`src/rtl/pipeline_pkg.sv`:
```
// ============================================================================
// Module   : pipeline_pkg
// Brief    : Shared constants for the 5-stage MIPS-style pipeline.
// Revision : 1.0 - initial release
// ============================================================================
`default_nettype none

package pipeline_pkg;

  localparam int          XLEN      = 32;
  localparam logic [31:0] NOP_INSTR = 32'h0000_0000;
  localparam logic [31:0] RESET_PC  = 32'h0000_0000;

  localparam logic [5:0] OP_RTYPE = 6'b000000;
  localparam logic [5:0] OP_LW    = 6'b100011;
  localparam logic [5:0] OP_SW    = 6'b101011;
  localparam logic [5:0] OP_BEQ   = 6'b000100;

  // Forces a byte address onto a word boundary.
  function automatic logic [31:0] word_align(input logic [31:0] addr);
    return {addr[31:2], 2'b00};
  endfunction

endpackage

`default_nettype wire

```
`src/rtl/if_id_reg.sv`:
```
// ============================================================================
// Module   : if_id_reg
// Brief    : IF/ID pipeline register with hold and flush; resets to a bubble.
// Revision : 1.0 - initial release
// ============================================================================
`default_nettype none

module if_id_reg
  import pipeline_pkg::*;
#(
  parameter int XLEN = pipeline_pkg::XLEN
) (
  input  logic            clk,
  input  logic            reset,
  input  logic            hold,
  input  logic            flush,
  input  logic [XLEN-1:0] instr_in,
  input  logic [XLEN-1:0] pc4_in,
  output logic [XLEN-1:0] instr,
  output logic [XLEN-1:0] pc4,
  output logic            valid
);

  logic [XLEN-1:0] r_instr;
  logic [XLEN-1:0] r_pc4;
  logic            r_valid;

  // Flush outranks hold so a redirect always squashes the wrong-path slot.
  always_ff @(posedge clk) begin
    if (reset || flush) begin
      r_instr <= XLEN'(NOP_INSTR);
      r_pc4   <= '0;
      r_valid <= 1'b0;
    end else if (!hold) begin
      r_instr <= instr_in;
      r_pc4   <= pc4_in;
      r_valid <= 1'b1;
    end
  end

  assign instr = r_instr;
  assign pc4   = r_pc4;
  assign valid = r_valid;

endmodule

`default_nettype wire

```
`src/rtl/if_fetch_stage.sv`:
```
// ============================================================================
// Module   : if_fetch_stage
// Brief    : Instruction fetch: PC, imem addressing, IF/ID capture, debug counters.
// Revision : 1.0 - initial release
// ============================================================================
`default_nettype none

module if_fetch_stage
  import pipeline_pkg::*;
#(
  parameter logic [31:0] RESET_PC = pipeline_pkg::RESET_PC,
  parameter int          XLEN     = pipeline_pkg::XLEN,
  parameter int          CNT_W    = 32
) (
  input  logic             clk,
  input  logic             reset,
  input  logic             stall,
  input  logic             redirect,
  input  logic [XLEN-1:0]  redirect_pc,
  output logic [XLEN-1:0]  imem_addr,
  input  logic [XLEN-1:0]  imem_rdata,
  output logic [XLEN-1:0]  pc,
  output logic [XLEN-1:0]  if_id_instr,
  output logic [XLEN-1:0]  if_id_pc4,
  output logic             if_id_valid,
  output logic [CNT_W-1:0] fetch_count,
  output logic [CNT_W-1:0] squash_count
);

  logic [XLEN-1:0]  r_pc;
  logic [CNT_W-1:0] r_fetch_count;
  logic [CNT_W-1:0] r_squash_count;
  logic [XLEN-1:0]  w_pc4;
  logic [XLEN-1:0]  w_target;
  logic             w_advance;

  assign w_pc4     = r_pc + XLEN'(4);
  assign w_target  = {redirect_pc[XLEN-1:2], 2'b00};
  assign w_advance = !redirect && !stall;

  // Priority: reset > redirect > stall > advance. Counters wrap naturally.
  always_ff @(posedge clk) begin
    if (reset) begin
      r_pc           <= XLEN'(RESET_PC);
      r_fetch_count  <= '0;
      r_squash_count <= '0;
    end else if (redirect) begin
      r_pc           <= w_target;
      r_squash_count <= r_squash_count + CNT_W'(1);
    end else if (!stall) begin
      r_pc           <= w_pc4;
      r_fetch_count  <= r_fetch_count + CNT_W'(1);
    end
  end

  if_id_reg #(
    .XLEN (XLEN)
  ) u_if_id_reg (
    .clk      (clk),
    .reset    (reset),
    .hold     (!w_advance),
    .flush    (redirect),
    .instr_in (imem_rdata),
    .pc4_in   (w_pc4),
    .instr    (if_id_instr),
    .pc4      (if_id_pc4),
    .valid    (if_id_valid)
  );

  assign imem_addr    = r_pc;
  assign pc           = r_pc;
  assign fetch_count  = r_fetch_count;
  assign squash_count = r_squash_count;

endmodule

`default_nettype wire
```
`config.mk`:
```
export PLATFORM = sky130hd
export DESIGN_NAME = if_fetch_stage
export DESIGN_NICKNAME = d
export VERILOG_FILES = /design/src/rtl/pipeline_pkg.sv /design/src/rtl/if_id_reg.sv /design/src/rtl/if_fetch_stage.sv
export SDC_FILE = /design/constraint.sdc
export NUM_CORES = 1
export LEC_CHECK = 0
export ABC_AREA = 0
export BUFFER_PORTS_ARGS = -buffer_cell sky130_fd_sc_hd__buf_2
export CAP_MARGIN = 0
export CORE_ASPECT_RATIO = 0.5
export CORE_MARGIN = 2
export CORE_UTILIZATION = 54
export CTS_CLUSTER_SIZE = 10
export DETAILED_ROUTE_END_ITERATION = 6
export GPL_TIMING_DRIVEN = 0
export PLACE_DENSITY = 0.86
export SYNTH_ARGS = -nofsm -noshare
export SYNTH_HDL_FRONTEND = slang
export SYNTH_SLANG_ARGS = --single-unit
export TNS_END_PERCENT = 30
```
`constraint.sdc`:
```
create_clock -name clk -period 4.4 [get_ports clk]
set_input_delay 0.22 -clock clk [delete_from_list [all_inputs] [get_ports clk]]
set_output_delay 0.22 -clock clk [all_outputs]
set_load 0.1 [all_outputs]
```
======== Word-level counts from Yosys, hierarchy flattened ========
Index checks and enable logic that the tools add are counted.
cells by class
  reductions and logical operators ........ 6
  bitwise logic cells ..................... 2
  eq/ne operators ......................... 1
  add/sub/neg operators ................... 3
  muxes and demuxes ....................... 2
operators with widths
  cell                                                                      number
  32-bit by 1-bit adder with 32-bit output (second input constant)          2
  32-bit two-way mux                                                        2
  32-bit by 3-bit adder with 32-bit output (second input constant)          1
  1-bit logical NOT                                                         2
  2-bit by 1-bit inequality test with 1-bit output (second input constant)  1
  1-bit NOT                                                                 2
  2-bit AND reduction                                                       1
  2-bit OR reduction                                                        1
  1-bit logical AND                                                         1
  1-bit logical OR                                                          1
storage, ports and cells
  register bits after elaboration ......... 161
  output and inout port bits .............. 193
  bits of input ports ..................... 68
  word-level logic and storage cells ...... 21

======== Longest topological paths before layout ========
Gate-level depths: netlist of the first run.
  depth after elaboration ................. 3
  mapped depth ............................ 7
  depth with buffers taken out ............ 6

======== Hierarchy ========
A second synthesis of the first run with hierarchy kept.
second synthesis, totals
  cells, all modules ...................... 876
  area total of the unflattened synthesis .. 7686.1 um^2
by module, submodules not included
  module          cells each  instances  area an instance (um^2)
  if_fetch_stage  666         1          5380.2
  if_id_reg       210         1          2306.0

======== Least setup slack after synthesis of the first run ========
No wires, ideal clock.
  kind .................................... register -> register
  from .................................... reg r_pc[10], in the netlist imem_addr[10]
  to ...................................... reg r_pc[20], in the netlist imem_addr[20]
  arrival time ............................ 2748 ps
  period minus slack after synthesis ...... 2815 ps
  required time ........................... 4333 ps
  setup slack ............................. 1585 ps
  cell stages (with the launch flop) ...... 8
  setup time .............................. 67 ps
  cell sequence ........................... dfxtp_1 > buf_2 > nand4_4 > or4_4 > buf_6 > or3_1 > a21o_1 > a21oi_2
on the way
  word-level cells in the longest chain between the ends .. 3
RTL lines
  what                                      RTL line              RTL
  start: declaration                        if_fetch_stage.sv:30  logic [XLEN-1:0] r_pc;
  start signal: assignment                  if_fetch_stage.sv:44  r_pc <= XLEN'(RESET_PC);
  start signal: assignment                  if_fetch_stage.sv:48  r_pc <= w_target;
  start signal: assignment                  if_fetch_stage.sv:51  r_pc <= w_pc4;
  32-bit by 3-bit adder with 32-bit output  if_fetch_stage.sv:37  assign w_pc4 = r_pc + XLEN'(4);
  32-bit two-way mux                        if_fetch_stage.sv:50  end else if (!stall) begin
  32-bit two-way mux                        if_fetch_stage.sv:47  end else if (redirect) begin
Every way passes these cells. The select of a mux whose other input is x is not followed.
A chain may end at the register's enable or synchronous reset.

======== Final worst setup path of the first run ========
  from .................................... reg r_pc[6], in the netlist imem_addr[6]
  to ...................................... reg r_pc[29], in the netlist imem_addr[29]
The elaborated chain is that of the path after synthesis.

==> summary.txt, run 1 <==
Run status
  – Status: finished clean

Power and ir drop
  – Logic gate share of total power: 19.8%
  – PD cells: 392 nW/um^2
  – Pleak: 4.27 nW
  – P_sw: 1.23 mW
  – P_int: 2.48 mW
  – Reg power frac: 40.7%
  – Clk pwr share: 39.5%
  – Maximum vdd ir drop: 240 uV
  – Power Total: 3.71 mW
  – Switching Share: 33.1%

Yosys
  – Syn Inst Count: 872
  – Leading post-synthesis cells by cell area: dfxtp_1, xor2_1, nor2_1
  – Async SR Flop Fraction: 0%
  – Seq cells post-synth: 157
  – Dominant synthesized flop cell: dfxtp_1
  – Cell area after synthesis: 7370 um^2
  – Avg Cell Area, Syn: 8.45 um^2
  – Ys Warns: 0
  – Cell accounting for the most synthesized area: dfxtp_1
  – Number of synthesized flops with an enable pin: 0
  – Distinct cells, synth: 42
  – Yosys top cell area share: 42.6%
  – Register area share after synthesis: 42.6%

Setup path
  – Worst path bufs/invs: 1
  – WS Path Type: reg -> reg
  – Endpoint class of the critical path: register
  – Setup crit start kind: register
  – Arr. time, crit path: 3.02 ns
  – Reg2Reg Setup Slack: 1.68 ns
  – Max stage delay on crit path: 0.94 ns
  – Critical-path cell list: clkbuf_1 -> nand4_1 -> nor3_1 -> nand3_1 -> xnor2_1 -> o21a_1
  – Slowest CP cell: nor3_1
  – Delay-heaviest family, CP: simple AND/OR/NAND/NOR gates
  – Worst-path maximum fanout: 9
  – Worst Path Required: 4.70 ns

CTS
  – Clock root cell: clkbuf_16
  – CTS tree: built
  – Post-CTS Setup Repair Bufs: 0
  – Clock slew at reported path FFs: 0.06 ns
  – Num CTS Buffers: 17
  – Maximum clock insertion buffer count: 2
  – Clock latency on the worst-skew pair: 0.41 ns
  – Clock sink total: 157
  – Post-CTS sizing: 0
  – CTS H-tree depth: 4
  – CTS Hold Bufs: 0

Hold path
  – Hold WC Path Type: in -> reg

Timing
  – RSZ-0062 raised after global routing: no
  – Endpoints failing setup: 0
  – Final min period: 2.72 ns
  – Worst Max-Slew Pin Slew: 0.998 ns
  – Setup Skew: 0.0126 ns
  – Final Hold Vio Count: 0
  – Fin. max-slew vios: 0
  – Final worst path period share: 61.7%
  – Setup TNS: 0 ns
  – Slew margin rel.: 33.0%
  – Achievable clock frequency: 368 MHz

Final layout
  – # diodes: 0
  – Most frequent cells in the layout: buf_2, dfxtp_1, nor2_1, xor2_1, a21oi_1
  – Area grow syn2layout: 28.3%
  – Commonest non-fill, non-tap cell in the layout: buf_2
  – Final Cell Area: 9460 um^2
  – Layout cell share with drive strength beyond 1: 29.3%
  – Final nets: 1218
  – Post-route insts no fill: 1336

Routing
  – Routed Wire Length: 20200 um
  – Routed len/inst: 15.1 um
  – DRC viols: 0
  – Vias per cell: 5.34
  – Initial DRC Count: 403
  – Vias: 7136
  – Detail Route Antenna Nets: 0
  – Pre-antenna DRT Iters: 5

Floorplanning
  – Row cnt: 30
  – Starting density of the core: 54.9%
  – Die area: 14700 um^2
  – Core area: 13400 um^2
  – # IOs: 261
  – Die Span Y: 86.6 um
  – Die X: 169 um

Global route
  – First-pass GRT wire length: 31400 um
  – Total track usage: 26.7%
  – Largest net degree at the start of global routing: 17
  – Total global routing overflow: 0
  – Number of global-route vias before repair: 6524
  – Initial antenna violation count: 0

Placed design
  – Buffers on Ports: 251
  – Cell Count Post-Placement: 1304
  – Placer congestion estimate: 0.887
  – Dpl cell area: 8870 um^2
  – Dpl hpwl: 15100 um

Run
  – Max cap viols: 0
[worst min-delay path, cell delays in order]
cell	delay (ns)
buf_2	0.07
mux2i_1	0.05
nor2_1	0.07
[layer usage]
layer	part of all wire [%]	vias to the layer above	routed length, um	track usage [%]
met5	0	-	0	0
met4	2.4	0	480	9.95
met3	5.5	48	1110	3.70
met2	49	281	9870	47.3
met1	43	3350	8760	33.6
li1	-	3457	-	-
[stage by stage]
step,setup slack (ns),utilization (%),hold WS [ns]
final,1.68,70.4,0.0437
after global routing,1.54,70.4,0.0395
after CTS,1.76,70.4,0.0362
after detailed placement,1.76,66.0,0.434
after global placement,1.81,66.0,0.430
after floorplan,1.58,-,0.363
[kinds of logic after synthesis]
| group | Yosys count | share of synthesized area, % |
|---|---|---|
| mux | 36 | 4.89 |
| xor+xnor | 105 | 12.5 |
| fa+ha+maj | 3 | 0.509 |
| other cells | 1 | 0.0509 |
| flops | 157 | 42.6 |
| compound gates | 120 | 9.13 |
| buf+inv | 121 | 8.20 |
| simple gates | 329 | 22.1 |
[Yosys cell counts (2+ instances only)]
cell type  number
inv_1          30
and3_1          7
xor2_1         59
a311oi_1        3
and4_1          4
nor4_1          8
or4_1           2
nor3_1         17
nor4_2          5
nor2_1        130
a211oi_1        4
nand4_1        34
a21oi_1        55
and2_1          5
buf_2           6
nand2_1        42
ha_1            3
clkbuf_1       43
nor2b_1         5
nand3_1        42
o21ai_0        38
or3_1          15
or2_2           5
xnor2_1        46
o21a_1         17
buf_1           5
dfxtp_1       157
mux2i_1        36
buf_4          36
[layout make-up]
type,instances,area [um^2]
inverters,30,113
well taps,176,220
flip-flops and latches,157,3140
repair buffers,251,1260
clock inverters,12,138
plain buffers,91,492
fillers,1073,3980
clock buffers,20,457
multi-input cells,599,3640
[final timing paths]
path / end / from / cells after the start
worst max-delay path: imem_addr[29] / imem_addr[6] / 6
worst min register to register: u_if_id_reg.valid / u_if_id_reg.valid / 2
worst min-delay path: u_if_id_reg.instr[20] / imem_rdata[20] / 3
worst max register to register: imem_addr[29] / imem_addr[6] / 6
[power groups by stage]
| stage | clock network (mW) | registers [mW] | logic (mW) |
|---|---|---|---|
| after floorplan | 0 | 1.81 | 0.323 |
| after global placement | 0 | 1.54 | 0.725 |
| after detailed placement | 0 | 1.54 | 0.731 |
| after CTS | 1.48 | 1.51 | 0.734 |
| after global routing | 1.55 | 1.51 | 0.762 |
| final | 1.47 | 1.51 | 0.734 |
[sequential cells by signal, summed over array words and instances, names as in the netlist]
name and cells:
u_if_id_reg.valid 1, squash_count 32, u_if_id_reg.instr 32, imem_addr 30
u_if_id_reg.pc4 30, fetch_count 32
No activity file was read; power rests on OpenSTA's default activity.
==> run 2, diff against run 1 <==
- CORE_UTILIZATION: 54 -> 45
- PLACE_DENSITY: 0.86 -> 0.76
- clock period: 4.4 -> 2.3 ns (I/O delays scaled with it)
==> run 2 against run 1 <==
Compared with the run above: count of clock-buffer cells in the layout shrank 2; largest power group is now the clock network; routed wire length grew 5.5%; total power grew 97%; via count grew 1.4%; global-route usage shrank 2.5 points; clock skew is essentially flat; clock power grew 100%; non-clock buffer count grew 40; critical path depth grew 1; core utilization shrank 8.0 points; sequential share of layout area shrank 1.3 points; design area grew 6.7%.
==> summary.txt, run 2 (same netlist as run 1, synthesis figures left out) <==
Run status
  – Status: finished clean

Timing
  – RSZ-0062 raised after global routing: yes
  – Fin. max-slew vios: 0 (unchanged)
  – Final Hold Vio Count: 0 (unchanged)
  – Final worst path period share: 94.3% (+33 points)
  – Endpoints failing setup: 0 (unchanged)
  – Achievable clock frequency: 461 MHz (+25%)
  – Setup Skew: 0.0122 ns (-0.000409 ns)
  – Worst Max-Slew Pin Slew: 0.914 ns (-0.0834 ns)
  – Slew margin rel.: 38.5% (+5.6 points)
  – Setup ws final: 0.131 ns (-1.55 ns)
  – Final min period: 2.17 ns (-0.547 ns)

CTS
  – Maximum clock insertion buffer count: 2 (unchanged)
  – Clock slew at reported path FFs: 0.08 ns (+0.02 ns)
  – Clock latency on the worst-skew pair: 0.42 ns (about the same)
  – CTS H-tree depth: 4 (unchanged)
  – Clock sink total: 157 (unchanged)
  – Num CTS Buffers: 17 (unchanged)
  – CTS tree: built
  – Clock root cell: clkbuf_16

Final layout
  – Layout cell share with drive strength beyond 1: 32.9% (+3.6 points)
  – # diodes: 0 (unchanged)
  – Final Cell Area: 10100 um^2 (+6.7%)
  – Area grow syn2layout: 36.9%
  – Post-route insts no fill: 1427 (+6.8%)
  – Most frequent cells in the layout: buf_2, nor2_1, dfxtp_1, xor2_1, a21oi_1
  – Fin util: 62.4% (-8.0 points)
  – Commonest non-fill, non-tap cell in the layout: buf_2
  – Final nets: 1258 (+3.3%)

Placed design
  – Cell Count Post-Placement: 1355 (+3.9%)
  – Buffers on Ports: 251 (unchanged)
  – Placer congestion estimate: 0.880 (-0.86%)
  – Dpl cell area: 9020 um^2 (+1.7%)
  – Dpl hpwl: 15400 um (+1.8%)
  – Worst slack at placement: -0.00850 ns (-1.77 ns)

Power and ir drop
  – P_int: 4.84 mW (+95%)
  – Maximum vdd ir drop: 572 uV (+140%)
  – P_sw: 2.49 mW (+100%)
  – PD cells: 726 nW/um^2 (+85%)
  – Switching Share: 34.0% (+0.93 points)
  – Power Total: 7.33 mW (+97%)
  – Pleak: 4.52 nW (+6.0%)
  – Reg power frac: 39.4% (-1.3 points)
  – Clk pwr share: 40.6% (+1.1 points)
  – Logic gate share of total power: 20.0% (+0.2 points)

Setup path
  – Endpoint class of the critical path: register
  – WS Path Type: reg -> reg
  – Reg2reg path depth: 7 (+1)
  – Worst r2r src: imem_addr[10]
  – Arr. time, crit path: 2.52 ns (-0.50 ns)
  – Worst Path Required: 2.65 ns (-2.05 ns)
  – Setup crit start kind: register
  – Reg2Reg Setup Slack: 0.13 ns (-1.55 ns)
  – Worst-path maximum fanout: 9 (unchanged)
  – R2R Path End: imem_addr[20]

Floorplanning
  – Row cnt: 33 (+10%)
  – Core area: 16200 um^2 (+20%)
  – Starting density of the core: 45.5% (-9.3 points)
  – Die Span Y: 94.5 um (+9.1%)
  – Die X: 185 um (+9.3%)
  – Die area: 17500 um^2 (+19%)
  – # IOs: 261 (unchanged)

Hold path
  – Hold WC Path Type: in -> reg
  – Hold Path Depth: 4 (+1)
  – Hold path start: redirect_pc[12]
  – Hold Path End: imem_addr[12]

Global route
  – Total global routing overflow: 0 (unchanged)
  – Total track usage: 24.2% (-2.5 points)
  – Initial antenna violation count: 0 (unchanged)
  – Number of global-route vias before repair: 6789 (+4.1%)
  – Largest net degree at the start of global routing: 17 (unchanged)
  – First-pass GRT wire length: 33600 um (+6.9%)

Routing
  – Initial DRC Count: 507 (+26%)
  – Routed len/inst: 14.9 um (-1.3%)
  – Pre-antenna DRT Iters: 5 (unchanged)
  – Detail Route Antenna Nets: 0 (unchanged)
  – DRC viols: 0 (unchanged)
  – Routed Wire Length: 21300 um (+5.5%)
  – Vias: 7233 (+1.4%)
  – Vias per cell: 5.07 (-5.1%)

Run
  – Max cap viols: 0 (unchanged)
==> run 2: worst max-delay path by stage <==
stage	start	end	slack, ns	cells after the start
6_report	imem_addr[10]	imem_addr[20]	0.13	7
5_1_grt	imem_addr[4]	imem_addr[31]	-0.07	6
4_1_cts	imem_addr[5]	imem_addr[30]	0.008	7
3_5_place_dp	squash_count[5]	squash_count[25]	-0.009	6
3_3_place_gp	imem_addr[16]	imem_addr[29]	0.02	7
2_1_floorplan	fetch_count[11]	fetch_count[20]	-0.06	6
==> run 2: routing by layer <==
layer | global-route usage, % | wire (um) | up-vias
met2 | 41.8 | 10100 | 241
met3 | 6.13 | 1430 | 34
met4 | 8.20 | 442 | 0
li1 | - | - | 3536
met5 | 0 | 0 | -
met1 | 29.6 | 9310 | 3422
==> run 2: power groups by stage <==
stage | logic, mW | registers [mW] | clock network (mW)
after floorplan | 0.617 | 3.47 | 0
after global placement | 1.39 | 2.94 | 0
after detailed placement | 1.41 | 2.94 | 0
after CTS | 1.46 | 2.88 | 3.01
after global routing | 1.52 | 2.90 | 3.15
final | 1.46 | 2.89 | 2.98
==> run 2: timing repair <==
| item | 4_1_cts | 5_1_grt |
|---|---|---|
| hold buffers | 41 | 0 |
| endpoints found under the hold margin | 41 | 0 |
| pin swaps | 0 | 1 |
| endpoints found under the setup margin | 4 | 34 |
| setup buffers | 0 | 2 |
| gates resized for setup | 1 | 7 |
==> run 2: final cells by class <==
cell class / instances / area, um^2
plain buffers: 88 / 482
clock buffers: 18 / 450
inverters: 30 / 113
multi-input cells: 599 / 3700
well taps: 227 / 284
flip-flops and latches: 157 / 3220
clock inverters: 14 / 165
fillers: 1425 / 6090
repair buffers: 294 / 1680
==> run 2: through the flow <==
| step | TNS [ns] | hold WS, ns |
|---|---|---|
| floorplan | -0.316 | 0.256 |
| global placement | 0 | 0.342 |
| detailed placement | -0.00931 | 0.356 |
| CTS | 0 | 0.00139 |
| global route | -0.262 | 0.00451 |
| finish | 0 | 0.0112 |
==> run 2: critical path, stage by stage, from the launching register on <==
cell and delay, ns:
dfxtp_4 0.35, buf_2 0.21, nand4_4 0.18, or4_4 0.55, buf_6 0.15, or3_1 0.34
a21o_1 0.19, a21oi_2 0.11
